==> config.mk <==
export PLATFORM = sky130hd
export DESIGN_NAME = hazard_ctrl
export DESIGN_NICKNAME = d
export VERILOG_FILES = /design/src/rtl/hazard_ctrl.sv
export SDC_FILE = /design/constraint.sdc
export NUM_CORES = 1
export LEC_CHECK = 0
export ABC_AREA = 1
export ABC_CLOCK_PERIOD_IN_PS = 2000
export CELL_PAD_IN_SITES_DETAIL_PLACEMENT = 1
export CELL_PAD_IN_SITES_GLOBAL_PLACEMENT = 1
export CORE_UTILIZATION = 30
export CTS_BUF_LIST = sky130_fd_sc_hd__clkbuf_4
export DETAILED_ROUTE_END_ITERATION = 16
export GPL_TIMING_DRIVEN = 0
export PLACE_DENSITY_LB_ADDON = 0.3
export RECOVER_POWER = 100
export SLEW_MARGIN = 20
export SYNTH_ARGS = -nofsm -noshare
export SYNTH_HDL_FRONTEND = slang
export SYNTH_SLANG_ARGS = --single-unit
==> constraint.sdc <==
create_clock -name clk -period 2 [get_ports clk]
set_input_delay 0.2 -clock clk [delete_from_list [all_inputs] [get_ports clk]]
set_output_delay 0.2 -clock clk [all_outputs]
set_load 0.005 [all_outputs]
==> src/rtl/hazard_ctrl.sv <==
// hazard_ctrl
// Central stall/flush generator for the five-stage RV32 pipeline. Detects
// load-use hazards, EX-stage redirects and data-memory wait states, runs a
// data-memory wait FSM with a timeout trap, and keeps saturating stall and
// flush performance counters.
module hazard_ctrl #(
    parameter int XLEN         = 32,
    parameter int CNT_W        = 32,
    parameter int DMEM_TIMEOUT = 16
) (
    input  logic             clk,
    input  logic             reset,
    input  logic [4:0]       id_rs1_addr,
    input  logic [4:0]       id_rs2_addr,
    input  logic             id_uses_rs1,
    input  logic             id_uses_rs2,
    input  logic [4:0]       ex_rd_addr,
    input  logic             ex_mem_read,
    input  logic             ex_redirect,
    input  logic [XLEN-1:0]  ex_redirect_target,
    input  logic             mem_req,
    input  logic             dmem_ready,
    output logic             pc_stall,
    output logic             if_id_stall,
    output logic             id_ex_stall,
    output logic             ex_mem_stall,
    output logic             if_id_flush,
    output logic             id_ex_flush,
    output logic             mem_wb_flush,
    output logic             pc_redirect,
    output logic [XLEN-1:0]  pc_redirect_target,
    output logic [1:0]       state,
    output logic             dmem_timeout,
    output logic [CNT_W-1:0] stall_cycles,
    output logic [CNT_W-1:0] flush_events
);

    typedef enum logic [1:0] {
        RUN      = 2'd0,
        MEM_WAIT = 2'd1,
        ERROR    = 2'd2
    } state_e;

    // Wide enough to hold DMEM_TIMEOUT itself so the timeout compare never truncates.
    localparam int WCW = $clog2(DMEM_TIMEOUT + 1);

    state_e             state_q, state_d;
    logic [WCW-1:0]     waitCnt_q, waitCnt_d;
    logic [CNT_W-1:0]   stallCycles_q, flushEvents_q;
    logic               loadUse;
    logic               memWait;

    // A load in EX whose destination is read by the ID instruction; x0 never creates a hazard.
    assign loadUse = ex_mem_read && (ex_rd_addr != 5'd0) &&
                     ((id_uses_rs1 && (id_rs1_addr == ex_rd_addr)) ||
                      (id_uses_rs2 && (id_rs2_addr == ex_rd_addr)));
    assign memWait = mem_req && !dmem_ready;

    assign pc_redirect_target = ex_redirect_target;
    assign state              = state_q;
    assign dmem_timeout       = (state_q == ERROR);
    assign stall_cycles       = stallCycles_q;
    assign flush_events       = flushEvents_q;

    // Prioritised control outputs: memory wait freezes everything, then redirect, then load-use bubble.
    always_comb begin
        pc_stall     = 1'b0;
        if_id_stall  = 1'b0;
        id_ex_stall  = 1'b0;
        ex_mem_stall = 1'b0;
        if_id_flush  = 1'b0;
        id_ex_flush  = 1'b0;
        mem_wb_flush = 1'b0;
        pc_redirect  = 1'b0;
        if (state_q == ERROR || memWait) begin
            pc_stall     = 1'b1;
            if_id_stall  = 1'b1;
            id_ex_stall  = 1'b1;
            ex_mem_stall = 1'b1;
            mem_wb_flush = 1'b1;
        end else if (ex_redirect) begin
            pc_redirect = 1'b1;
            if_id_flush = 1'b1;
            id_ex_flush = 1'b1;
        end else if (loadUse) begin
            pc_stall    = 1'b1;
            if_id_stall = 1'b1;
            id_ex_flush = 1'b1;
        end
    end

    // Next state for the data-memory wait FSM; ERROR is left only through reset.
    always_comb begin
        state_d   = state_q;
        waitCnt_d = waitCnt_q;
        case (state_q)
            RUN: begin
                if (memWait) begin
                    state_d   = MEM_WAIT;
                    waitCnt_d = WCW'(1);
                end
            end
            MEM_WAIT: begin
                if (dmem_ready || !mem_req) begin
                    state_d   = RUN;
                    waitCnt_d = '0;
                end else if ((waitCnt_q + WCW'(1)) == WCW'(DMEM_TIMEOUT)) begin
                    state_d = ERROR;
                end else begin
                    waitCnt_d = waitCnt_q + WCW'(1);
                end
            end
            ERROR: begin
                state_d = ERROR;
            end
            default: begin
                state_d   = RUN;
                waitCnt_d = '0;
            end
        endcase
    end

    // State and wait counter registers.
    always_ff @(posedge clk or posedge reset) begin
        if (reset) begin
            state_q   <= RUN;
            waitCnt_q <= '0;
        end else begin
            state_q   <= state_d;
            waitCnt_q <= waitCnt_d;
        end
    end

    // Saturating performance counters, frozen once the timeout trap has fired.
    always_ff @(posedge clk or posedge reset) begin
        if (reset) begin
            stallCycles_q <= '0;
            flushEvents_q <= '0;
        end else if (state_q != ERROR) begin
            if (pc_stall && (stallCycles_q != '1)) begin
                stallCycles_q <= stallCycles_q + CNT_W'(1);
            end
            if (pc_redirect && (flushEvents_q != '1)) begin
                flushEvents_q <= flushEvents_q + CNT_W'(1);
            end
        end
    end

endmodule

# After elaboration in Yosys (flattened, before gate mapping)
# Cells that the tools add are included.
op_classes:
  n_addsub: 3
  multipliers: 0
  div: 0
  n_lt_le_gt_ge: 0
  eq_ne: 11
  shift: 0
  mux: 16
  bitwise: 1
  reduce_logical: 18
ops:
  columns: ["cell", "n"]
  rows:
  - ["32-bit by 1-bit adder with 32-bit output (second input constant)", 2]
  - ["32-bit inequality test (second input constant)", 2]
  - ["5-bit 2-to-1 mux", 3]
  - ["5-bit one-hot mux with 3 select lines", 1]
  - ["5-bit == test", 2]
  - ["1-bit 2-to-1 mux", 8]
  - ["1-bit logical AND", 7]
  - ["2-bit 2-to-1 mux", 3]
  - ["3-bit inequality test (second input constant)", 2]
  - ["2-bit one-hot mux with 3 select lines", 1]
  - ["2-bit AND reduction", 3]
  - ["5-bit by 1-bit adder with 5-bit output (second input constant)", 1]
  - ["5-bit == test (second input constant)", 1]
  - ["5-bit nonzero test", 1]
  - ["2-bit inequality test (second input constant)", 2]
  - ["1-bit logical OR", 3]
  - ["3-bit AND reduction", 1]
  - ["2-bit by 1-bit == test with 1-bit output (second input constant)", 1]
  - ["2-bit == test (second input constant)", 1]
  - ["1-bit logical NOT", 2]
  - ["2-bit logical NOT", 1]
  - ["1-bit inverter", 1]
word_totals:
  regBits: 71
  latchBits: 0
  mem_bits_rw: 0
  romBits: 0
  in_bits: 55
  out_inout_bits: 107
  elab_cells: 53
  memories: 0

# Depth between registers and ports, before layout
logic_depth:
  word_depth: 9
  depth_mapped: 12
  depth_no_buf: 11

# Least setup slack after synthesis
# Ideal clock, no wire load.
synth_timing:
  kind: "register -> register"
  from: "register flushEvents_q[0], in the netlist flush_events[0]"
  to: "register flushEvents_q[21], in the netlist flush_events[21]"
  setup_time_ns: 0.125
  arrival_time_ns: 1.515
  required_ns: 1.875
  slack_ns: 0.359
  stages_incl_launch_ff: 11
  path_buffers: 1
  period_less_slack_ns: 1.641
  path_cell_list: "dfrtp_1 > ha_1 > inv_1 > nor2_1 > nand2_1 > nor2_2 > nand2_1 > nand2_4 > buf_8 > nor2_2 > xor2_1"
synth_via:
  elab_chain_cells: 3
  word_cells_on_any_way: 4
  classes_between: "add/sub: 1; eq/ne: 1; reduce/logical: 2"
synth_lines:
  columns: ["item", "line_no", "text"]
  rows:
  - ["start, declared", "49", "logic [CNT_W-1:0] stallCycles_q, flushEvents_q;"]
  - ["start signal, assigned", "144", "flushEvents_q <= flushEvents_q + CNT_W'(1);"]
  - ["branches (longest 3 deep; another with 32-bit by 1-bit adder with 32-bit output)", null, null]
# Several ways; the timed one is not identified.
# A chain may end at the register's enable or synchronous reset.

# Worst setup path after layout
layout_timing:
  from: "register stallCycles_q[0], in the netlist stall_cycles[0]"
  to: "register stallCycles_q[12], in the netlist stall_cycles[12]"
layout_via:
  elab_chain_cells: 3
  word_cells_on_any_way: 4
  classes_between: "add/sub: 1; eq/ne: 1; reduce/logical: 2"
layout_lines:
  columns: ["item", "line_no", "text"]
  rows:
  - ["start, declared", "49", null]
  - ["start signal, assigned", "141", "stallCycles_q <= stallCycles_q + CNT_W'(1);"]
  - ["branches (longest 3 deep; another with 32-bit by 1-bit adder with 32-bit output)", null, null]
# Several ways; the timed one is not identified.

==> impl_metrics.env <==
export IMPL_clock_fmax_ghz=0.5202
export IMPL_synthArstFlopShare=1.000
export IMPL_pwr_share_comb=0.241
export IMPL_slew_viol_final=0
export IMPL_post_route_period_util=0.9611
export IMPL_drt_total_wl_um=15740
export IMPL_tns_ps=0
export IMPL_antenna_found_initial=0
export IMPL_worstSkewPairLatency_ps=480
export IMPL_final_cell_count_no_fill=1088
export IMPL_yosys_warnings=0
export IMPL_start_kind="register"
export IMPL_syn_inst=711
export IMPL_nFillCells=2015
export IMPL_final_net_count=926
export IMPL_power_leakage_nw=3.336
export IMPL_dp_cells=1057
export IMPL_fin_area_mm2=0.006930
export IMPL_syn_num_nets=770
export IMPL_crit_type="register to register"
export IMPL_dieWidth_um=130.9
export IMPL_cts_root_buf="clkbuf_4"
export IMPL_swShare=0.3103
export IMPL_die_area_mm2=0.01713
export IMPL_finClkSkew_ps=19.80
export IMPL_seqPwrFrac=0.462
export IMPL_maxCapViolCount=0
export IMPL_setup_violations=0
export IMPL_cellInternalPower_mw=2.553
export IMPL_antenna_cells=0
export IMPL_synth_seq_area_share=0.3565
export IMPL_min_path_type="input port to register"
export IMPL_ys_types=31
export IMPL_synth_top_area_frac=0.3565
export IMPL_synth_most_common_cell="nand2_1"
export IMPL_grt_usage=0.1936
export IMPL_tightestPinTransition_ps=1037
export IMPL_firstDrtPassIters=4
export IMPL_num_vias=5090
export IMPL_hold_viol_final=0
export IMPL_fin_hold_ws_ps=456.1
export IMPL_viasPerCell=4.678
export IMPL_wl_per_cell_um=14.47
export IMPL_endpoint_kind="register"
export IMPL_grt_pass1_vias=5103
export IMPL_dpl_cell_area_mm2=0.006575
export IMPL_yosys_top_cells_area="dfrtp_1 36%, nand2_1 18%, nor2_1 6.3%, buf_4 5.6%, nand4_1 5.4%"
export IMPL_clockBufferDepth=2
export IMPL_synth_common_cells="242 x nand2_1, 84 x nor2_1, 71 x dfrtp_1, 65 x inv_1, 43 x nand4_1"
export IMPL_cts_sinks=71
export IMPL_grt_pass1_wl_um=25570
export IMPL_start_util=0.3103
export IMPL_area_growth_pct=39.07
export IMPL_drt_iter0_markers=172
export IMPL_cts_tree="built"
export IMPL_p_clk_frac=0.296
export IMPL_drc=0
export IMPL_crit_required_ps=2370
export IMPL_max_vdd_ir_drop_v=0.0003301
export IMPL_overflow=0
export IMPL_portBuffers=129
export IMPL_synth_edf_count=0
export IMPL_path_max_fanout=10
export IMPL_die_y_um=130.9
export IMPL_place_gp_congestion=0.8555
export IMPL_netlist_area_mm2=0.004984
export IMPL_p_switching_mw=1.149
export IMPL_cp_data_arrival_time_ps=2290
export IMPL_ys_seq_elements=71
export IMPL_status="finished, final reports clean"
export IMPL_rows=46
export IMPL_ios=162
export IMPL_htree_num_levels=3
export IMPL_core_area_mm2=0.01606
export IMPL_numCtsBuffers=9
export IMPL_synthFlopType="dfrtp_1"
export IMPL_post_place_ws_ps=-565.7
export IMPL_grt_start_max_net_pins=51
export IMPL_fin_ws_ps=77.84
export IMPL_dp_hpwl_um=12540
export IMPL_min_period_ps=1922
export IMPL_yosys_area_top_type="dfrtp_1"
export IMPL_drive_gt1_frac=0.1571
export IMPL_ant_nets=0
export IMPL_clk_pin_slew_ps=140
export IMPL_avgSynthCellArea_um2=7.009
export IMPL_maxSlewHeadroom=0.3050
export IMPL_power_density_mw_per_mm2=534.1
==> layout by cell type (no fill, tap or decap), drive strengths merged, types with 16 or more instances in the layout <==
cell type,Yosys,final
nand3,40,40
xor2,30,30
clkdlybuf4s50,0,20
dfrtp,71,71
nor2,99,99
nor3,16,16
xnor2,16,16
nand2,247,247
buf,51,66
dlygate4sd3,0,96
nand4,43,43
inv,70,71
==> final timing paths <==
| check | from | end | slack, ps | cells past startpoint |
|---|---|---|---|---|
| setup reg to reg | stall_cycles[0] | stall_cycles[12] | 80 | 10 |
| setup / recovery | stall_cycles[0] | stall_cycles[12] | 80 | 10 |
| hold / removal | mem_req | waitCnt_q[2] | 460 | 5 |
| min in group asynchronous | reset | flush_events[24] | 910 | 3 |
| max in group asynchronous | reset | stall_cycles[20] | 360 | 4 |
| hold reg to reg | flush_events[1] | flush_events[1] | 520 | 2 |
==> per-stage QoR <==
step,utilization,power [mW]
floorplan,-,2.130
global placement,0.4076,2.614
detailed placement,0.4095,2.640
CTS,0.4266,3.780
global route,0.4316,3.940
finish,0.4316,3.701
==> power by group through the flow <==
stage / clock (mW) / combinational, mW / sequential, mW
final: 1.10 / 0.893 / 1.71
after global routing: 1.20 / 1.00 / 1.73
after CTS: 1.15 / 0.912 / 1.72
after detailed placement: 0 / 0.897 / 1.74
after global placement: 0 / 0.870 / 1.74
after floorplan: 0 / 0.419 / 1.71
==> area by class of cell <==
| cell class | instances | area, um^2 | area share |
|---|---|---|---|
| buffer | 51 | 384.1 | 0.05543 |
| clock buffer | 9 | 67.56 | 0.009749 |
| clock inverter | 7 | 95.09 | 0.01372 |
| inverter | 70 | 266.5 | 0.03845 |
| multi-input combinational | 519 | 2626 | 0.3789 |
| sequential | 71 | 1783 | 0.2573 |
| tap | 216 | 270.3 | 0.03900 |
| timing repair buffer | 145 | 1438 | 0.2074 |
==> flip-flops by register name, summed over array words and instances (netlist names) <==
register / count
flush_events: 32
waitCnt_q: 5
stall_cycles: 32
state: 2
==> cells by family after synthesis <==
group | synth area share
DFF | 0.3565
and+or+nand+nor | 0.4100
adders and majority gates | 0.01004
buffers and inverters | 0.1283
AOI/OAI and AO/OA | 0.01431
xor gates and xnor gates | 0.08084
==> worst max-delay path, cell delays in order (launching register included) <==
cell and delay (ps):
dfrtp_2 480, ha_2 250, nand3_2 150, inv_2 50, nand2_2 130, nor2_4 70
nand2_2 120, buf_2 290, nand3_1 140, nand2_1 80, nand2_1 50
==> routing by layer <==
metal	share of wire	vias up	routed length (um)	global-route usage
met4	0.0086	0	136	0.03381
li1	-	2523	-	-
met2	0.52	106	8200	0.3511
met1	0.43	2450	6766	0.2342
met5	0	-	0	0
met3	0.040	11	635	0.04520
==> what timing repair did <==
action / in CTS / in global routing
pin swaps: 4 / 5
gates resized for setup: 27 / 21
setup endpoints to repair: 43 / 66
buffers inserted: 9 / 5
hold endpoints to repair: 3 / 0
hold buffers: 1 / 0
cloned: 0 / 0
Note: power is estimated with default switching activity, not from simulation.
